[config.mk]
export PLATFORM = sky130hd
export DESIGN_NAME = acq_ctrl
export DESIGN_NICKNAME = d
export VERILOG_FILES = /design/src/rtl/osc_pkg.sv /design/src/rtl/sample_counter.sv /design/src/rtl/acq_ctrl.sv
export SDC_FILE = /design/constraint.sdc
export NUM_CORES = 1
export LEC_CHECK = 0
export ABC_AREA = 1
export CAP_MARGIN = 20
export CELL_PAD_IN_SITES_DETAIL_PLACEMENT = 1
export CELL_PAD_IN_SITES_GLOBAL_PLACEMENT = 2
export CORE_MARGIN = 2
export CORE_UTILIZATION = 32
export CTS_BUF_LIST = sky130_fd_sc_hd__clkbuf_8
export CTS_CLUSTER_DIAMETER = 30
export DETAILED_ROUTE_END_ITERATION = 8
export GPL_ROUTABILITY_DRIVEN = 0
export HOLD_SLACK_MARGIN = 0.1
export PLACE_DENSITY = 0.88
export SETUP_SLACK_MARGIN = 0.05
export SKIP_CTS_REPAIR_TIMING = 1
export SLEW_MARGIN = 20
export SYNTH_ARGS = -nofsm -noshare
export SYNTH_HDL_FRONTEND = slang
export SYNTH_SLANG_ARGS = --single-unit
export TNS_END_PERCENT = 1
[constraint.sdc]
create_clock -name clk -period 3.05 [get_ports clk]
set_clock_uncertainty 0.05 [all_clocks]
set_input_delay 0.61 -clock clk [delete_from_list [all_inputs] [get_ports clk]]
set_output_delay 0.61 -clock clk [all_outputs]
set_load 0.05 [all_outputs]
[src/rtl/osc_pkg.sv]
// Shared types and defaults for the oscilloscope acquisition path.
// Used by the capture controller, write-address and trigger blocks.
package osc_pkg;

  localparam int DEPTH_DEF = 1024;
  localparam int AW_DEF    = 10;

  typedef enum logic [2:0] {
    S_IDLE,
    S_PRE,
    S_ARMED,
    S_POST,
    S_HOLD
  } state_t;

  localparam logic [1:0] MODE_AUTO   = 2'd0;
  localparam logic [1:0] MODE_NORMAL = 2'd1;
  localparam logic [1:0] MODE_SINGLE = 2'd2;

  function automatic logic is_cont(input logic [1:0] m);
    return (m == MODE_AUTO) || (m == MODE_NORMAL);
  endfunction

endpackage

[src/rtl/sample_counter.sv]
// Sample counter with clear, enable and terminal-count compare.
// A clear coincident with enable starts the count at one.
module sample_counter #(
  parameter int CW = 13
) (
  input  logic          clk,
  input  logic          rst,
  input  logic          i_clr,
  input  logic          i_en,
  input  logic [CW-1:0] i_tc,
  output logic          o_at_tc,
  output logic          o_next_tc
);

  logic [CW-1:0] r_cnt;

  always_ff @(posedge clk or negedge rst) begin
    if (!rst) begin
      r_cnt <= '0;
    end else if (i_clr) begin
      r_cnt <= {{(CW-1){1'b0}}, i_en};
    end else if (i_en) begin
      r_cnt <= r_cnt + CW'(1);
    end
  end

  assign o_at_tc   = (r_cnt == i_tc);
  assign o_next_tc = ((r_cnt + CW'(1)) == i_tc);

endmodule

[src/rtl/acq_ctrl.sv]
// Capture-buffer acquisition controller: pre-trigger fill, trigger
// wait with auto timeout, post-trigger fill and frame hold.
module acq_ctrl
  import osc_pkg::*;
#(
  parameter int DEPTH   = DEPTH_DEF,
  parameter int AW      = AW_DEF,
  parameter int AUTO_TO = 4096
) (
  input  logic          clk,
  input  logic          rst,
  input  logic          sample_en,
  input  logic          trigger,
  input  logic [1:0]    run_mode,
  input  logic          arm,
  input  logic [AW-1:0] pretrig,
  input  logic          disp_done,
  output logic          wren,
  output logic [AW-1:0] wraddress,
  output logic          rst_trig,
  output logic          frame_ready,
  output logic [AW-1:0] trig_addr,
  output logic          auto_trig
);

  localparam int TW = $clog2(AUTO_TO + 1);
  localparam int CW = (AW + 1 > TW) ? AW + 1 : TW;

  state_t        r_state;
  logic [1:0]    r_mode;
  logic [AW-1:0] r_pre;
  logic [AW-1:0] r_wa;
  logic [AW-1:0] r_taddr;
  logic          r_rst_trig;
  logic          r_ready;
  logic          r_auto;

  logic          w_clr;
  logic          w_cen;
  logic [CW-1:0] w_tc;
  logic [CW-1:0] w_post_len;
  logic          w_at_tc;
  logic          w_next_tc;
  logic          w_pre_zero;
  logic          w_pre_done;
  logic          w_post_done;
  logic          w_trig_ev;
  logic          w_one_post;

  assign w_pre_zero = (r_pre == '0);
  assign w_post_len = CW'(DEPTH) - CW'(r_pre);
  assign w_one_post = (w_post_len == CW'(1));

  // A zero pre-trigger depth skips PRE without writing.
  assign wren = sample_en &
    (((r_state == S_PRE) & ~w_pre_zero) |
     (r_state == S_ARMED) |
     (r_state == S_POST));

  assign w_pre_done  = w_pre_zero | (wren & w_next_tc);
  assign w_post_done = wren & w_next_tc;
  assign w_trig_ev   = trigger |
    ((r_mode == MODE_AUTO) & w_at_tc & sample_en);

  always_comb begin
    w_tc = '0;
    unique case (r_state)
      S_PRE:   w_tc = CW'(r_pre);
      S_ARMED: w_tc = CW'(AUTO_TO);
      S_POST:  w_tc = w_post_len;
      default: w_tc = '0;
    endcase
  end

  // One counter serves PRE, the ARMED timeout and POST in turn.
  always_comb begin
    w_clr = 1'b0;
    w_cen = 1'b0;
    unique case (r_state)
      S_PRE: begin
        w_cen = wren & ~w_pre_done;
        w_clr = w_pre_done;
      end
      S_ARMED: begin
        w_cen = sample_en & ~w_at_tc;
        if (w_trig_ev) begin
          w_clr = 1'b1;
          w_cen = sample_en;
        end
      end
      S_POST: begin
        w_cen = wren;
        w_clr = w_post_done;
      end
      default: w_clr = 1'b1;
    endcase
  end

  sample_counter #(.CW(CW)) u_cnt (
    .clk       (clk),
    .rst       (rst),
    .i_clr     (w_clr),
    .i_en      (w_cen),
    .i_tc      (w_tc),
    .o_at_tc   (w_at_tc),
    .o_next_tc (w_next_tc)
  );

  always_ff @(posedge clk or negedge rst) begin
    if (!rst) begin
      r_state    <= S_IDLE;
      r_mode     <= MODE_AUTO;
      r_pre      <= '0;
      r_wa       <= '0;
      r_taddr    <= '0;
      r_rst_trig <= 1'b0;
      r_ready    <= 1'b0;
      r_auto     <= 1'b0;
    end else begin
      r_rst_trig <= 1'b0;
      if (wren) r_wa <= r_wa + 1'b1;
      unique case (r_state)
        S_IDLE: begin
          if (arm || is_cont(run_mode)) begin
            r_state    <= S_PRE;
            r_mode     <= run_mode;
            r_pre      <= pretrig;
            r_rst_trig <= 1'b1;
          end
        end
        S_PRE: begin
          if (w_pre_done) r_state <= S_ARMED;
        end
        S_ARMED: begin
          if (w_trig_ev) begin
            r_taddr <= r_wa;
            r_auto  <= ~trigger;
            // A one-sample frame completes on the trigger write.
            if (sample_en && w_one_post) begin
              r_state <= S_HOLD;
              r_ready <= 1'b1;
            end else begin
              r_state <= S_POST;
            end
          end
        end
        S_POST: begin
          if (w_post_done) begin
            r_state <= S_HOLD;
            r_ready <= 1'b1;
          end
        end
        S_HOLD: begin
          if (disp_done) begin
            r_ready <= 1'b0;
            if (is_cont(run_mode)) begin
              r_state    <= S_PRE;
              r_mode     <= run_mode;
              r_pre      <= pretrig;
              r_rst_trig <= 1'b1;
            end else begin
              r_state <= S_IDLE;
            end
          end
        end
        default: r_state <= S_IDLE;
      endcase
    end
  end

  assign wraddress   = r_wa;
  assign rst_trig    = r_rst_trig;
  assign frame_ready = r_ready;
  assign trig_addr   = r_taddr;
  assign auto_trig   = r_auto;

endmodule
==> results of run 1 <==
==> layout make-up <==
| type | count | area (um2) |
|---|---|---|
| Multi-Input combinational cell | 379 | 1890 |
| Fill cell | 1359 | 6230 |
| Timing Repair Buffer | 49 | 475 |
| Clock buffer | 5 | 68.8 |
| Inverter | 61 | 229 |
| Tap cell | 136 | 170 |
| Sequential cell | 51 | 1280 |
| Clock inverter | 3 | 26.3 |
==> state kept, by name, summed over array words and instances (netlist names) <==
name / cells
r_pre: 10
r_state: 3
trig_addr: 10
auto_trig: 1
r_mode: 2
u_cnt.r_cnt: 13
frame_ready: 1
rst_trig: 1
wraddress: 10
==> worst max-delay path by stage <==
stage                     cells past startpoint             end
after global placement                        9    wraddress[9]
final                                         8            wren
after global routing                         16       auto_trig
after CTS                                     8            wren
after detailed placement                      9    wraddress[9]
after floorplan                              13  u_cnt.r_cnt[2]
==> power breakdown <==
group	internal (mW)	switching, mW
clock network	0.170	0.268
registers	0.921	0.246
logic	0.870	1.92
==> cell families (layout without fill, tap and decap cells) <==
| logic type | count (synthesis) | count (layout) | synth area share, % |
|---|---|---|---|
| AND/OR/NAND/NOR | 325 | 326 | 42.0 |
| buffers and inverters | 74 | 118 | 9.22 |
| flip-flops | 51 | 51 | 37.0 |
| AO/OA/AOI/OAI | 31 | 31 | 5.59 |
| XOR/XNOR | 16 | 16 | 4.07 |
| adder cells (fa/ha/maj) | 4 | 4 | 1.45 |
| multiplexers | 2 | 2 | 0.653 |
==> critical path, delay by kind of cell (launching register included) <==
kind,cells,cell delay (ns)
AND/OR/NAND/NOR,4,0.70
flip-flops,1,0.44
buffers and inverters,3,0.40
adder cells (fa/ha/maj),1,0.27
==> layout by cell type, fill, tap and decap left out, types with 2 or more instances in the layout <==
cell type / netlist / layout
nand2_1: 165 / 164
nand3_1: 74 / 73
inv_1: 58 / 58
dfrtp_1: 51 / 51
nor2_1: 44 / 44
clkdlybuf4s50_1: 0 / 39
nand4_1: 19 / 19
o21ai_0: 15 / 15
xor2_1: 15 / 15
o21ai_2: 8 / 8
buf_4: 3 / 8
nor3_1: 6 / 6
nand2_2: 5 / 6
clkbuf_8: 0 / 5
nor2_2: 5 / 3
inv_2: 3 / 3
o21ai_1: 3 / 3
nor2_4: 1 / 3
nand3_2: 2 / 3
ha_1: 4 / 3
mux2_2: 2 / 2
nand3_4: 1 / 2
a21oi_1: 2 / 2
inv_6: 0 / 2
==> per-stage QoR <==
stage,setup WS [ns],hold slack (ns)
after global routing,0.0182,0.418
after CTS,0.101,0.385
after floorplan,0.743,0.264
after global placement,0.265,0.410
final,0.272,0.359
after detailed placement,0.210,0.414
==> layer usage <==
metal	wire (um)	part of all wire, %	track usage, %
met1	5060	47	24.5
met2	5250	49	33.5
met3	242	2.3	2.54
met4	140	1.3	5.13
met5	0	0	0
==> flow_summary.ini, run 1 <==
[timing]
worst_slew_pin_slew_ns = 0.694
max_freq_ghz = 0.360
fin_crit_sh_pct = 91.1
slew_viol_final = 0
maxSlewHeadroom_pct = 53.7
hold_viol = 0
period_minus_slack_ns = 2.78
setup_viol = 0
grt_setup_unrepaired = true
tns_ns = 0

[critical_path]
cp_data_arrival_time_ns = 2.12
cp-end-kind = primary output
cp_slowest_stage_delay_ns = 0.44
startpoint = r_pre[1]
crit_path_frequent_cell = inv_1
rr_endpoint = u_cnt.r_cnt[8]
critPathKind = flip-flop to primary output
cp-start-kind = flip-flop
worstPathMaxFanout = 7
rr_startpoint = r_state[2]
cp_slowest_cell = dfrtp_1
r2r_slack_ns = 0.30
reg2regPathDepth = 14
crit_chain = inv_1 -> ha_2 -> nand4_1 -> nor2_1 -> nand3_1 -> nand2_2 -> inv_1 -> buf_12
required_ns = 2.39

[routing]
routedWlPerCell_um = 15.6
drt_iter0_drc = 138
drcViolationCount = 0
totalWireLength_mm = 10.7
ant_nets = 0
first_pass_iters = 4
post_drt_via_cell_ratio = 5.01
num_vias = 3427

[die]
die-area_um2 = 11600
start_util_pct = 33.2
die_w_um = 108
core_um2 = 10400
rows = 37
ios = 42
fp.dieH_um = 108

[synthesis]
syn_area_um2 = 3450
synth_area_leaders = dfrtp_1 (37%), nand2_1 (18%), nand3_1 (11%)
synthArstFlopShare_pct = 100
syn_area_per_cell_um2 = 6.85
synth_nets = 525
yosysWarnings = 0
ys_seq_elements = 51
yosysMostFrequentCell = nand2_1
synth_cell_types = 31
netlist_instances = 503
synth-main-ff-cell = dfrtp_1
yosysTopAreaCell = dfrtp_1
synth_edf_count = 0
yosysTopAreaCellShare_pct = 37.0
yosysSeqAreaShare_pct = 37.0
synth_common_cells = nand2_1 (165), nand3_1 (74), inv_1 (58)

[clock_tree]
clk_latency_ns = 0.32
clock_sinks = 51
htreeDepth = 2
path_clk_slew_ns = 0.11
cts_tree = done
max-clock-path-buffers = 2
cts-root-buf = clkbuf_8
numCtsBuffers = 5

[global_route]
grt_pass1_wl_mm = 17.6
grt_pass1_vias = 3701
antenna_found_initial = 0
grtUsageTotal_pct = 19.1
grt_max_degree = 52
grt_overflow = 0

[layout]
final_layout_size_suffix_gt1_share_pct = 9.31
final_cells = 684
area_growth_pct = 20.0
fin_area_um2 = 4140
diodes = 0
fin_util_pct = 39.9
fin_nets = 569

[power_and_ir_drop]
power_mw = 4.40
ir_worst_vdd_mv = 0.451
power.leakage_nw = 2.05
cellPowerDensity_nw_per_um2 = 1060

[place]
io_buffers = 41
dp_hpwl_mm = 8.20
postPlaceCellArea_um2 = 4000
dp.cells = 675

[min_path]
hold_path_class = primary input to asynchronous set/reset pin

[job]
drv_cap = 0

[status]
status = finished, final reports clean
No activity file was read; power rests on OpenSTA's default activity.
==> inputs of run 2 (changes only) <==
Settings changed: CORE_UTILIZATION 32 to 35, PLACE_DENSITY 0.88 to 0.94.
Clock period 3.05 ns to 3.5 ns, I/O delays scaled along.
==> run 2 against run 1 <==
Against the previous run: cell area fell by 1.7%; combinational power fell by 16%; final cell count fell by 1.2%.
==> flow_summary.ini, run 2 (synthesis results as in run 1) <==
[timing]
maxSlewHeadroom_pct = 63.6
grt_setup_unrepaired = false
setup_slack_ns = 0.333
tns_ns = 0
slew_viol_final = 0
setup_viol = 0
period_minus_slack_ns = 3.17
worst_slew_pin_slew_ns = 0.546
hold_viol = 0
whs_ns = 0.293
fin_crit_sh_pct = 90.5
max_freq_ghz = 0.316

[power_and_ir_drop]
switching_power_mw = 2.07
power.leakage_nw = 2.03
sw_frac_of_total_pct = 55.5
cellPowerDensity_nw_per_um2 = 920
p_clk_share_pct = 10.2
power_frac_seq_pct = 27.5
pwr-share-comb_pct = 62.2
ir_worst_vdd_mv = 0.408
p_int_mw = 1.67

[critical_path]
cp-start-kind = flip-flop
required_ns = 2.75
cp-end-kind = primary output
cp_data_arrival_time_ns = 2.42
r2r_slack_ns = 0.40
cp_slowest_stage_delay_ns = 0.45
rr_startpoint = u_cnt.r_cnt[0]
crit_chain = inv_1 -> ha_1 -> nand4_1 -> nor2_1 -> nand3_1 -> nand2_1 -> inv_1 -> buf_12
critPathKind = flip-flop to primary output
worstPathMaxFanout = 7
crit_path_frequent_cell = inv_1
rr_endpoint = u_cnt.r_cnt[0]
reg2regPathDepth = 17
cp_slowest_cell = dfrtp_1

[die]
fp.dieH_um = 103
die_w_um = 103
rows = 36
die-area_um2 = 10700
start_util_pct = 35.6
ios = 42
core_um2 = 9680

[clock_tree]
clock_sinks = 51
cts-root-buf = clkbuf_8
htreeDepth = 2
clk_latency_ns = 0.32
numCtsBuffers = 5
max-clock-path-buffers = 2
cts_tree = done
path_clk_slew_ns = 0.11

[routing]
routedWlPerCell_um = 15.4
totalWireLength_mm = 10.4
first_pass_iters = 7
post_drt_via_cell_ratio = 5.10
drt_iter0_drc = 145
ant_nets = 0
num_vias = 3447
drcViolationCount = 0

[layout]
diodes = 0
regArea_um2 = 1280
multi_input_area_um2 = 1850
n_fill_cell = 1266
final_cell_mix = nand2_1 (165), nand3_1 (74), inv_1 (58)
final_layout_size_suffix_gt1_share_pct = 7.92
fin_util_pct = 42.0
largest_reg_flops = 13
fin_area_um2 = 4070
fin_nets = 564
top_register = u_cnt.r_cnt
layout_commonest_cell = nand2_1
area_growth_pct = 18.0

[global_route]
grt_overflow = 0
antenna_found_initial = 0
grt_max_degree = 25
grt_pass1_vias = 3537
grt_pass1_wl_mm = 17.6
grtUsageTotal_pct = 21.2

[min_path]
hold_path_class = primary input to asynchronous set/reset pin

[place]
postPlaceCellArea_um2 = 3970
place_ws_ns = 0.407
io_buffers = 41
dp_hpwl_mm = 8.46

[status]
status = finished, final reports clean

[job]
drv_cap = 0
run 2: power by group through the flow:
stage	logic (mW)	clock network, mW	registers (mW)
after floorplan	1.31	0	1.39
after global placement	2.25	0	1.03
after detailed placement	2.32	0	1.05
after CTS	2.34	0.394	1.03
after global routing	2.59	0.409	1.07
final	2.33	0.383	1.03
run 2: per-layer routing:
layer | part of all wire, % | routed length [um] | track usage [%] | vias up
met2 | 48 | 5050 | 35.6 | 74
met4 | 1.4 | 142 | 5.87 | 0
met1 | 46 | 4830 | 29.2 | 1669
met3 | 3.9 | 409 | 2.28 | 12
met5 | 0 | 0 | 0 | -
li1 | - | - | - | 1692
run 2: final cells by class:
| type | instances | share of cell area [%] |
|---|---|---|
| Tap cell | 133 | 4.09 |
| Multi-Input combinational cell | 378 | 45.6 |
| Inverter | 61 | 5.63 |
| Timing Repair Buffer | 45 | 11.0 |
| Clock buffer | 5 | 1.69 |
| Sequential cell | 51 | 31.4 |
| Clock inverter | 3 | 0.707 |
run 2: worst max-delay path, delay by kind of cell, from the launching register on:
family / cells / cell delay (ns)
simple gates: 4 / 0.79
flops: 1 / 0.45
buf+inv: 3 / 0.50
fa+ha+maj: 1 / 0.34
run 2: worst max-delay path by stage:
stage	slack [ns]	startpoint	cells after the start	endpoint
2_1_floorplan	1.16	r_pre[0]	8	wren
3_3_place_gp	0.46	u_cnt.r_cnt[0]	16	u_cnt.r_cnt[0]
3_5_place_dp	0.41	sample_en	9	u_cnt.r_cnt[0]
4_1_cts	0.33	r_pre[0]	8	wren
5_1_grt	0.10	u_cnt.r_cnt[0]	16	u_cnt.r_cnt[9]
6_report	0.33	r_pre[0]	8	wren
run 2: per-stage QoR:
stage	instances	total power, mW
4_1_cts	676	3.76
3_3_place_gp	668	3.28
3_5_place_dp	668	3.37
2_1_floorplan	503	2.70
5_1_grt	676	4.07
6_report	676	3.74
